$ cat src/rtl/ex12.sv
// Three-input POS evaluator F = (A+B+C)(A'+B+C') driven by a maxterm mask,
// plus a registered monitor with edge pulses and saturating zero/one counters.
module ex12 #(
  parameter logic [7:0] MAXTERMS = 8'b0010_0001,
  parameter int         CNT_W    = 8
) (
  input  logic             clk,
  input  logic             rst,
  input  logic             A,
  input  logic             B,
  input  logic             C,
  input  logic             en,
  input  logic             clr_cnt,
  output logic             F,
  output logic             F_q,
  output logic [2:0]       idx_q,
  output logic             f_rise,
  output logic             f_fall,
  output logic [CNT_W-1:0] zero_cnt,
  output logic [CNT_W-1:0] one_cnt
);

  logic [2:0]       idx_p0;
  logic             vld_p0;
  logic             f_p1;
  logic [2:0]       idx_p1;
  logic             rise_p1;
  logic             fall_p1;
  logic [CNT_W-1:0] zero_p1;
  logic [CNT_W-1:0] one_p1;

  function automatic logic [CNT_W-1:0] sat_inc(input logic [CNT_W-1:0] v);
    return (&v) ? v : v + CNT_W'(1);
  endfunction

  // Stage p0: combinational decode, a set mask bit marks a maxterm (F=0)
  assign idx_p0 = {A, B, C};
  assign vld_p0 = en;
  assign F      = ~MAXTERMS[idx_p0];

  // Stage p1: sampled copy of F/index and edge detection against the previous sample
  always_ff @(posedge clk or posedge rst) begin
    if (rst) begin
      f_p1    <= 1'b0;
      idx_p1  <= 3'd0;
      rise_p1 <= 1'b0;
      fall_p1 <= 1'b0;
    end else if (vld_p0) begin
      f_p1    <= F;
      idx_p1  <= idx_p0;
      rise_p1 <= F & ~f_p1;
      fall_p1 <= ~F & f_p1;
    end else begin
      rise_p1 <= 1'b0;
      fall_p1 <= 1'b0;
    end
  end

  // Clear wins over a same-cycle increment, even when sampling is disabled
  always_ff @(posedge clk or posedge rst) begin
    if (rst) begin
      zero_p1 <= '0;
      one_p1  <= '0;
    end else if (clr_cnt) begin
      zero_p1 <= '0;
      one_p1  <= '0;
    end else if (vld_p0) begin
      if (F) one_p1  <= sat_inc(one_p1);
      else   zero_p1 <= sat_inc(zero_p1);
    end
  end

  assign F_q      = f_p1;
  assign idx_q    = idx_p1;
  assign f_rise   = rise_p1;
  assign f_fall   = fall_p1;
  assign zero_cnt = zero_p1;
  assign one_cnt  = one_p1;

endmodule

$ cat config.mk
export PLATFORM = sky130hd
export DESIGN_NAME = ex12
export DESIGN_NICKNAME = d
export VERILOG_FILES = /design/src/rtl/ex12.sv
export SDC_FILE = /design/constraint.sdc
export NUM_CORES = 1
export LEC_CHECK = 0
export CAP_MARGIN = 20
export CORE_ASPECT_RATIO = 0.7
export CORE_MARGIN = 2
export CORE_UTILIZATION = 35
export CTS_BUF_LIST = sky130_fd_sc_hd__clkbuf_2 sky130_fd_sc_hd__clkbuf_4 sky130_fd_sc_hd__clkbuf_8
export CTS_CLUSTER_SIZE = 10
export DETAILED_ROUTE_END_ITERATION = 8
export GPL_TIMING_DRIVEN = 1
export MAX_ROUTING_LAYER = met4
export PLACE_DENSITY_LB_ADDON = 0.25
export SETUP_SLACK_MARGIN = 0.3
export SLEW_MARGIN = 20
export SYNTH_ARGS = -nofsm -noshare
export SYNTH_HDL_FRONTEND = slang
export SYNTH_SLANG_ARGS = --single-unit
$ cat constraint.sdc
create_clock -name clk -period 1.68 [get_ports clk]
set_input_delay 0.336 -clock clk [delete_from_list [all_inputs] [get_ports clk]]
set_output_delay 0.336 -clock clk [all_outputs]
set_load 0.03 [all_outputs]
==> run_results.csv, run 1 <==
group,metric,value,unit
outcome,status,"finished, final reports clean",
critical_path,critical_path_peak_fanout,5,
finish,final_nets,188,
power,power_frac_clock,38.4,%
drt,route.detailed.wl_per_inst,16.60,um
placement,gp_congestion,0.8744,
floorplanning,start_util,36.33,%
worst_hold_path,min_path_cells,2,
clock_network,clock_latency_late_sink,0.28,ns
global_routing,grtUsageTotal,19.32,%
critical_path,critical_path.startpoint,"one_cnt[1]",
floorplanning,core-area,3127,um^2
critical_path,worst-r2r-cell-count,5,
sta,finalSetupViolCount,0,
global_routing,grt-ovfl-total,0,
drt,route.detailed.drc,0,
synthesis,syn_avg_cell_area,9.879,um^2
finish,num-fill-cells,263,
clock_network,cts.hold.buffers_added,0,
power,switching_share,26.20,%
critical_path,start_kind,"register",
sta,timing.slew.headroom,78.48,%
power,p_per_area,697.9,nW/um^2
flow_run,drv_cap,0,
worst_hold_path,min_delay_worst_endpoint,"idx_q[0]",
synthesis,synth-seq-cells,22,
sta,worst_slew_pin_slew,0.3219,ns
finish,area_growth_syn_to_layout,67.62,%
global_routing,first_global_vias,1077,
floorplanning,die-area,3725,um^2
critical_path,critical_setup_path_class,"reg -> reg",
worst_hold_path,holdCritPathClass,"in -> reg",
finish,layoutNonFillerInstCount,216,
sta,rsz_0062_raised_after_global_routing,"true",
finish,multi_input_comb_area,719.4,um^2
floorplanning,chipHeight,51.67,um
synthesis,netlist_instances,115,
sta,clock.fmax,603.8,MHz
power,power_report.internal_total,980.8,uW
drt,drt_iter0_drc,36,
placement,placement.io_buffers,29,
critical_path,critPathCaptureType,"register",
clock_network,clockBufferDepth,2,
clock_network,numClockSinks,22,
finish,layout.area.seq,564.3,um^2
power,comb_power_share,19.1,%
floorplanning,num_io_pins,30,
power,p_switching,348.1,uW
finish,final_layout_size_suffix_gt1_share,54.49,%
clock_network,cts_root_buffer,"clkbuf_8",
drt,totalWireLength,3585,um
finish,antenna_cells_inserted,0,
sta,report.final.hold_viol_count,0,
critical_path,worst-endpoint-required,1.88,ns
drt,ant_nets,0,
critical_path,reg2reg_from,"one_cnt[1]",
clock_network,clk_pin_slew,0.08,ns
critical_path,cp.arrival,1.85,ns
global_routing,grt_start_max_net_pins,23,
clock_network,h-tree-depth,1,
clock_network,numCtsBuffers,3,
floorplanning,rows,17,
critical_path,r2r_slack,0.02,ns
global_routing,first_pass_grt_wire_length,5354,um
power,seq_power_share,42.5,%
placement,place_hpwl,2310,um
synthesis,synth_top_area_share,48.46,%
clock_network,tritoncts_clock_tree,"yes",
sta,fin_ws,0.02370,ns
critical_path,r2r-end,"one_cnt[3]",
global_routing,antenna_violations_before_repair,0,
sta,finalMaxSlewViolations,0,
power,fin_total_pwr,1329,uW
drt,dr.pass1.iters,4,
sta,finalCriticalPeriod,1.656,ns
power,worst_vdd_drop,0.5096,mV
synthesis,mappedNetlistNets,124,
power,power.static_leakage,0.0008212,uW
worst_hold_path,min_from,"C",
sta,final_min_period_over_clock_period,98.59,%
synthesis,mappedNetlistArea,1136,um^2
synthesis,synth_top_cell_by_area,"dfrtp_1",
sta,finalSetupTns,0,ns
sta,post_route_skew,0.01491,ns
synthesis,seq_area_frac_synth,48.46,%
synthesis,synth-warning-count,0,
placement,placed_cells,199,
synthesis,synthDistinctLibCells,30,
drt,vias,1189,
drt,detail_route.vias_per_cell,5.505,
synthesis,netlist_top_cells_area,"dfrtp_1 48%, a211oi_1 4.6%, mux2_2 4.0%",
floorplanning,dieWidth,72.10,um
placement,dp_slack,-0.4445,ns
-- kinds of logic after synthesis --
logic type	synth area share, %
xor+xnor	2.974
flops	48.46
simple gates	22.36
fa+ha+maj	2.202
compound gates	16.30
mux	5.727
buf+inv	1.982
-- power by group through the flow --
stage | Clock, uW | Combinational [uW] | Sequential, uW
2_1_floorplan | 0 | 74.3 | 617
3_3_place_gp | 0 | 240 | 575
3_5_place_dp | 0 | 246 | 577
4_1_cts | 515 | 243 | 565
5_1_grt | 539 | 271 | 568
6_report | 511 | 253 | 565
-- stage by stage --
stage                     area, um^2  hold slack, ns  util, %
after floorplan                 1210          0.3247        -
after global placement          1680          0.4616    53.74
final                           1904          0.3970    60.90
after global routing            1904          0.3972    60.90
after detailed placement        1680          0.4813    53.74
after CTS                       1828          0.4228    58.46
-- timing repair --
action,CTS,global route
setup buffers,7,6
pin swaps,9,17
gates resized for setup,80,45
setup endpoints to repair,41,27
-- cells in the final DEF (no fill, tap or decap), types with 3 or more instances in the layout --
cell | netlist | routed
a21oi_2 | 0 | 4
nor2b_1 | 5 | 4
dfrtp_2 | 0 | 11
buf_6 | 0 | 6
a211oi_2 | 0 | 3
nor2_1 | 9 | 7
buf_4 | 0 | 28
and4_1 | 3 | 3
clkbuf_8 | 0 | 3
mux2_2 | 4 | 3
o21ai_0 | 5 | 3
clkdlybuf4s15_2 | 0 | 6
clkdlybuf4s15_1 | 0 | 3
buf_2 | 0 | 11
nor3_1 | 3 | 3
dlygate4sd2_1 | 0 | 3
nand3_1 | 4 | 3
a211oi_1 | 7 | 4
inv_1 | 4 | 4
nand4_1 | 6 | 6
nand2_1 | 10 | 7
dfrtp_1 | 22 | 11
-- how the worst max path moves through the flow --
| stage | to | depth (start not counted) |
|---|---|---|
| 6_report | one_cnt[3] | 5 |
| 5_1_grt | one_cnt[3] | 5 |
| 4_1_cts | one_cnt[5] | 5 |
| 3_5_place_dp | zero_cnt[6] | 6 |
| 3_3_place_gp | one_cnt[3] | 5 |
| 2_1_floorplan | one_cnt[5] | 5 |
-- worst max-delay path, cell delays in order (launching register included) --
cell and delay, ns:
dfrtp_2 0.43, ha_4 0.16, and3_4 0.17, a221o_1 0.36, or3_1 0.34, a21oi_2 0.12
-- sequential cells by signal, indices dropped and copies added, names as in the netlist --
name / cells
f_fall: 1
zero_cnt: 8
idx_q: 3
one_cnt: 8
F_q: 1
f_rise: 1
-- routing by layer --
metal  up-vias  part of all wire [%]  GRT usage, %
met3         2                   5.9         5.426
met2        41                    47         28.44
met4         0                  0.20         2.830
met5         -                     0             -
li1        559                     -             -
met1       587                    46         27.12
-- layout make-up --
cell class              instances  share of cell area [%]
flip-flops and latches         22                   29.63
multi-input cells              87                   37.78
well taps                      38                   2.497
clock buffers                   3                   2.168
inverters                       4                  0.7884
clock inverters                 1                   1.577
repair buffers                 61                   25.56
-- cells in the mapped netlist --
cell,number
dfrtp_1,22
nand2_1,10
nor2_1,9
a211oi_1,7
a21oi_1,6
nand4_1,6
nor2b_1,5
o21ai_0,5
inv_1,4
mux2_2,4
nand3_1,4
and4_1,3
nor3_1,3
or3_1,3
a31oi_1,2
clkbuf_1,2
ha_1,2
mux2i_1,2
nor4_1,2
o211ai_1,2
o31ai_1,2
xor2_1,2
a221o_1,1
and3_1,1
and3_2,1
o21a_1,1
o21bai_1,1
o311a_1,1
or4_1,1
xnor2_2,1
Power figures use the tool's default switching activity.
==> run 2: changes to the inputs <==
--- a/config.mk
+++ b/config.mk
@@ -14,7 +14,6 @@
 export DETAILED_ROUTE_END_ITERATION = 8
 export GPL_TIMING_DRIVEN = 1
 export MAX_ROUTING_LAYER = met4
-export PLACE_DENSITY_LB_ADDON = 0.25
 export SETUP_SLACK_MARGIN = 0.3
 export SLEW_MARGIN = 20
 export SYNTH_ARGS = -nofsm -noshare
==> run 2 against run 1 <==
Effect of this change: power is 10% lower; sequential power barely moved; sequential share of layout area about the same; clock power fell by 27%; largest cell class unchanged; maximum frequency is 2.0% higher; count of clock-buffer cells in the layout up 1.
==> run_results.csv, run 2 (synthesized netlist as in run 1, its figures left out) <==
group,metric,value,unit
critical_path,worst-endpoint-required,1.87,ns
critical_path,cp.arrival,1.81,ns
drt,route.detailed.drc,0,
sta,post_route_skew,0.001889,ns
drt,totalWireLength,3118,um
sta,clock.fmax,615.8,MHz
sta,timing.slew.headroom,77.23,%
sta,finalSetupViolCount,0,
worst_hold_path,holdCritPathClass,"in -> reg",
critical_path,critical_path.n_buffers_inverters,0,
floorplanning,chipHeight,51.67,um
global_routing,first_pass_grt_wire_length,5016,um
drt,route.detailed.wl_per_inst,14.44,um
global_routing,antenna_violations_before_repair,0,
power,fin_total_pwr,1189,uW
sta,report.final.hold_viol_count,0,
placement,placement.io_buffers,29,
sta,tightest_hold_margin,0.3905,ns
floorplanning,die-area,3725,um^2
global_routing,grt_start_max_net_pins,23,
sta,finalCriticalPeriod,1.624,ns
clock_network,cts.hold.buffers_added,0,
drt,drt_iter0_drc,51,
critical_path,cp_slowest_stage_delay,0.43,ns
clock_network,cts_root_buffer,"clkbuf_8",
clock_network,clk_pin_slew,0.08,ns
flow_run,drv_cap,0,
critical_path,critPathCaptureType,"register",
clock_network,numCtsBuffers,3,
sta,final_min_period_over_clock_period,96.66,%
critical_path,critical_setup_path_class,"reg -> reg",
power,worst_vdd_drop,0.5972,mV
sta,finalMaxSlewViolations,0,
finish,area_growth_syn_to_layout,66.41,%
power,power.static_leakage,0.0008107,uW
drt,dr.pass1.iters,4,
critical_path,start_kind,"register",
floorplanning,core-area,3127,um^2
floorplanning,dieWidth,72.10,um
clock_network,tritoncts_clock_tree,"yes",
finish,final_nets,188,
floorplanning,rows,17,
clock_network,numClockSinks,22,
critical_path,crit_family,"simple AND/OR/NAND/NOR gates",
floorplanning,num_io_pins,30,
global_routing,first_global_vias,1056,
power,p_per_area,629.1,nW/um^2
placement,gp_congestion,0.8505,
outcome,status,"finished, final reports clean",
drt,vias,1139,
clock_network,clock_latency_late_sink,0.26,ns
finish,mostFrequentLayoutCell,"buf_4",
finish,final_layout_size_suffix_gt1_share,49.44,%
finish,most-common-layout-cells,"30 x buf_4, 14 x dfrtp_1",
sta,worst_slew_pin_slew,0.3393,ns
drt,detail_route.vias_per_cell,5.273,
finish,antenna_cells_inserted,0,
critical_path,critical_path_slowest_stage_cell,"dfrtp_2",
global_routing,grt-ovfl-total,0,
clock_network,clockBufferDepth,2,
placement,place_hpwl,2281,um
clock_network,h-tree-depth,1,
critical_path,critical_path_peak_fanout,4,
critical_path,cp_cell_sequence,"ha_4, and3_4, a221o_1, or3_1, a21oi_1",
floorplanning,start_util,36.33,%
sta,rsz_0062_raised_after_global_routing,"true",
global_routing,grtUsageTotal,18.08,%
sta,finalSetupTns,0,ns
drt,ant_nets,0,
-- run 2: layout make-up --
cell class	count	area (um^2)
flip-flops and latches	22	560.5
inverters	4	15.01
clock buffers	4	55.05
well taps	38	47.55
repair buffers	61	510.5
multi-input cells	87	701.9
fillers	274	1236
-- run 2: final timing paths --
path,startpoint,endpoint,slack [ns],cells after the start
worst min register to register,idx_q[1],idx_q[1],0.51,1
worst max-delay path,one_cnt[1],one_cnt[3],0.06,5
worst max register to register,one_cnt[1],one_cnt[3],0.06,5
max in group asynchronous,rst,zero_cnt[2],1.03,3
min in group asynchronous,rst,idx_q[2],0.41,3
worst min-delay path,A,idx_q[2],0.39,2
-- run 2: layer usage --
metal | GRT usage (%) | up-vias | share of wire [%]
met3 | 4.070 | 2 | 5.5
li1 | - | 563 | -
met2 | 25.99 | 38 | 43
met5 | - | - | 0
met1 | 26.53 | 536 | 51
met4 | 2.830 | 0 | 0.51
-- run 2: repair_timing --
| item | in CTS | in global routing |
|---|---|---|
| gates resized for setup | 71 | 31 |
| setup endpoints to repair | 41 | 25 |
| pin swaps | 7 | 8 |
| setup buffers | 4 | 3 |
-- run 2: where the power goes --
group	leakage, uW	internal [uW]	switching (uW)
registers	0.000282	549	16.1
clock network	0.0000288	209	166
logic	0.000500	114	136
-- run 2: through the flow --
| step | util, % | instance area, um^2 | std cells | setup slack [ns] |
|---|---|---|---|---|
| detailed placement | 55.18 | 1725 | 205 | -0.3730 |
| floorplan | - | 1210 | 115 | -0.04645 |
| CTS | 59.30 | 1854 | 213 | 0.04655 |
| finish | 60.46 | 1891 | 216 | 0.05617 |
| global placement | 55.18 | 1725 | 205 | -0.3189 |
| global route | 60.46 | 1891 | 216 | -0.004377 |
